`config.mk`:
```
export PLATFORM = sky130hd
export DESIGN_NAME = mem_b
export DESIGN_NICKNAME = d
export VERILOG_FILES = /design/src/rtl/mem_b.sv
export SDC_FILE = /design/constraint.sdc
export NUM_CORES = 1
export LEC_CHECK = 0
export ABC_AREA = 1
export CORE_MARGIN = 2
export CORE_UTILIZATION = 50
export DETAILED_ROUTE_END_ITERATION = 7
export PLACE_DENSITY = 0.8
export SLEW_MARGIN = 40
export SYNTH_ARGS = -nofsm -noshare
export SYNTH_HDL_FRONTEND = slang
export SYNTH_SLANG_ARGS = --single-unit
export TNS_END_PERCENT = 30
```
`constraint.sdc`:
```
create_clock -name clk -period 25.8 [get_ports clk]
set_clock_uncertainty 0.1 [all_clocks]
set_input_delay 3.87 -clock clk [delete_from_list [all_inputs] [get_ports clk]]
set_output_delay 3.87 -clock clk [all_outputs]
set_load 0.05 [all_outputs]
```
`src/rtl/mem_b.sv`:
```
// mem_b: B-operand staging memory for a DIM x DIM systolic multiplier.
// Takes one B row per enabled cycle and feeds each column into the array through
// a shift register of depth DIM+c, giving the diagonal wavefront skew.
// Optional build macro: MEMB_VALID_EN adds a per-stage valid bit and the Bvalid port.
// Note: rst_n is an asynchronous ACTIVE-HIGH reset despite its name.
module mem_b #(
  parameter int unsigned BITS_AB = 8,
  parameter int unsigned DIM     = 8
) (
  input  logic                      clk,
  input  logic                      rst_n,
  input  logic                      en,
  input  logic signed [BITS_AB-1:0] Bin  [DIM],
  output logic signed [BITS_AB-1:0] Bout [DIM]
`ifdef MEMB_VALID_EN
  ,
  output logic        [DIM-1:0]     Bvalid
`endif
);

  for (genvar c = 0; c < DIM; c++) begin : g_col
    localparam int unsigned Depth = DIM + c;

    // Stage 0 occupies the low BITS_AB bits; the oldest stage sits at the top.
    logic [Depth*BITS_AB-1:0] sr_q;

    // Column shift register: load Bin[c] at stage 0 and advance on enable.
    always_ff @(posedge clk or posedge rst_n) begin
      if (rst_n) begin
        sr_q <= '0;
      end else if (en) begin
        sr_q <= {sr_q[(Depth-1)*BITS_AB-1:0], Bin[c]};
      end
    end

    assign Bout[c] = sr_q[Depth*BITS_AB-1 -: BITS_AB];

`ifdef MEMB_VALID_EN
    logic [Depth-1:0] vld_q;

    // Valid bits travel alongside the data; every enabled edge inserts a 1.
    always_ff @(posedge clk or posedge rst_n) begin
      if (rst_n) begin
        vld_q <= '0;
      end else if (en) begin
        vld_q <= {vld_q[Depth-2:0], 1'b1};
      end
    end

    assign Bvalid[c] = vld_q[Depth-1];
`endif
  end

endmodule

```
==> metrics.md <==
| Metric | Value |
|---|---|
| Status | complete, no violations |
| Measured slew at the worst slew-check pin | 806 ps |
| WL met2 | 22200 um |
| Global-route wire length before repair | 84300 um |
| Remaining antenna violation count after routing | 0 |
| Top Ports | 131 |
| Post-DR vias/cell | 4.69 |
| Layout area overhead | 13.4% |
| Max reg flops | 736 |
| Post-DP HPWL | 26300 um |
| DRC | 0 |
| M1 WL | 23100 um |
| Leakage | 0.0177 uW |
| Total number of vias | 18700 |
| Share of layout cells above drive strength 1 | 4.66% |
| Crit-path cells | buf_8, buf_4, buf_6, buf_4, nand2_1, nand2_1 |
| Largest register by flop count | g_col.sr_q |
| Post-Syn Instances | 3173 |
| Critical Path AT | 6860 ps |
| Row count | 86 |
| Initial DRC count | 1549 |
| Worst Path Buf+Inv | 4 |
| Pre-CTS setup slack | 18240 ps |
| Top delay family on crit path | buffers and inverters |
| CP max stage delay | 750 ps |
| Syn avg cell area | 8.85 um^2 |
| Critical Path Fanout Max | 123 |
| Crit-path slowest cell | buf_4 |
| DR pass1 iterations | 5 |
| Hold Crit Class | register to register |
| Final worst slack | 19380 ps |
| Diode count | 0 |
| Crit Path Class | primary input to register |
| DR top layer | met4 |
| CTS H-tree depth | 3 |
| Peak VDD IR | 54.8 uV |
| Post-Place Cell Area | 0.0292 mm^2 |
| #FFs+latches synth | 736 |
| CTS Buf Count | 76 |
| Startpoint types | primary input |
| Setup Buffers After CTS | 0 |
| Max-slew violations | 0 |
| Critical path endpoint category | register |
| Max Fclk | 156 MHz |
| Fin crit share | 24.9% |
| Clk sinks | 736 |
| Vias in the first global route | 18000 |
| Design Area, Final | 0.0319 mm^2 |
| Initial Utilization | 50.8% |
| RePlAce Congestion | 0.714 |
| Clk pin slew, worst setup/hold paths | 60 ps |
| Largest net degree at the start of global routing | 203 |
| Worst path required time | 26240 ps |
| Wire per inst | 12.1 um |
| CTS max path bufs | 3 |
| Slew HR | 46.2% |
| Initial antenna violation count | 0 |
| Aggregate global-route resource usage | 17.3% |
| DRT Wirelength | 48200 um |
| Final Hold Viols | 0 |
| Die Width | 241 um |
| Setup TNS | 0 ps |
| Port-buffer cells | 130 |
| Largest regs | g_col.sr_q x736 |
| Ys Warns | 0 |
| Core area | 0.0553 mm^2 |
| Maxcap violations | 0 |
| Sequential area share after synthesis | 65.6% |
| Post-route minimum period | 6420 ps |
| GRT overflow | 0 |
| Metal3 WL | 1810 um |
| CTS root buf | clkbuf_16 |
| Mapped cell area | 0.0281 mm^2 |
| WHS | 365 ps |
| Nets | 3243 |
| Die Area | 0.0581 mm^2 |
| CTS tree | built |
| RSZ-0062 raised after global routing | false |
| Syn_nets | 3240 |
| Yosys cell types | 8 |
| Final setup fails | 0 |
| Pwr/cell area | 89.5 mW/mm^2 |
| CTS resizes | 0 |
| Worst skew pair latency | 610 ps |
| Die height | 241 um |
| CTS Hold Bufs | 0 |
==> per-layer routing <==
metal | vias up | global-route usage [%]
li1 | 9466 | -
met1 | 8878 | 24.5
met2 | 266 | 27.6
met3 | 84 | 3.27
met4 | 0 | 5.11
met5 | - | 0
==> cell families (layout without fill, tap and decap cells) <==
kind of cell	after synthesis	after routing	share of synthesized area [%]
buf+inv	229	294	4.95
flops	736	736	65.6
simple gates	2208	2208	29.5
==> cells in the mapped netlist <==
cell type | n | area [um^2]
dfrtp_1 | 736 | 18400
nand2_1 | 2208 | 8290
clkbuf_1 | 15 | 56.3
buf_6 | 12 | 135
inv_2 | 1 | 3.75
buf_2 | 124 | 621
buf_4 | 76 | 571
inv_1 | 1 | 3.75
==> cell usage in the layout (no fill, tap or decap) <==
master	synthesis	layout
clkbuf_1	15	14
dfrtp_1	736	736
clkbuf_8	0	25
clkinv_4	0	2
clkinv_2	0	8
nand2_1	2208	2208
buf_8	0	1
buf_6	12	17
bufinv_16	0	5
clkdlybuf4s50_1	0	129
clkbuf_16	0	78
buf_4	76	4
buf_12	0	1
inv_12	0	1
inv_6	0	5
clkinv_8	0	2
clkinvlp_4	0	2
==> area by class of cell <==
type / count / area (um^2)
inverter: 2 / 32.5
sequential: 736 / 18400
timing repair buffer: 152 / 1550
clock inverter: 23 / 283
tap: 748 / 936
fill: 4627 / 23500
clock buffer: 117 / 2350
multi-input combinational: 2208 / 8290
==> worst reg2reg max path, cell delays in order, from the launching register on <==
cell     delay [ps]
dfrtp_1         420
nand2_1         100
nand2_1          60
==> per-stage QoR <==
stage               instances  utilization [%]  total power [uW]
finish                   3986             57.6              2850
CTS                      3986             57.5              2890
floorplan                3173                -              1670
global route             3986             57.6              2990
detailed placement       3846             52.8              1750
global placement         3845             52.7              1730
==> worst paths after layout <==
path / cells past startpoint / start / end / slack, ps
setup reg to reg: 2 / g_col[3].sr_q[78]$_DFFE_PP0P_ / g_col[3].sr_q[86]$_DFFE_PP0P_ / 25010
min in group asynchronous: 2 / rst_n / g_col[4].sr_q[12]$_DFFE_PP0P_ / 3640
setup / recovery: 6 / en / g_col[4].sr_q[47]$_DFFE_PP0P_ / 19380
max in group asynchronous: 5 / rst_n / g_col[0].sr_q[29]$_DFFE_PP0P_ / 19650
hold reg to reg: 2 / g_col[6].sr_q[21]$_DFFE_PP0P_ / g_col[6].sr_q[29]$_DFFE_PP0P_ / 370
hold / removal: 2 / g_col[6].sr_q[21]$_DFFE_PP0P_ / g_col[6].sr_q[29]$_DFFE_PP0P_ / 370
==> report_power, final <==
group          switching, uW  total, uW  internal [uW]
Clock                    446       1130            680
Combinational            206        315            109
Sequential              90.0       1410           1320
Total                    742       2850           2110
Power figures use the tool's default switching activity.
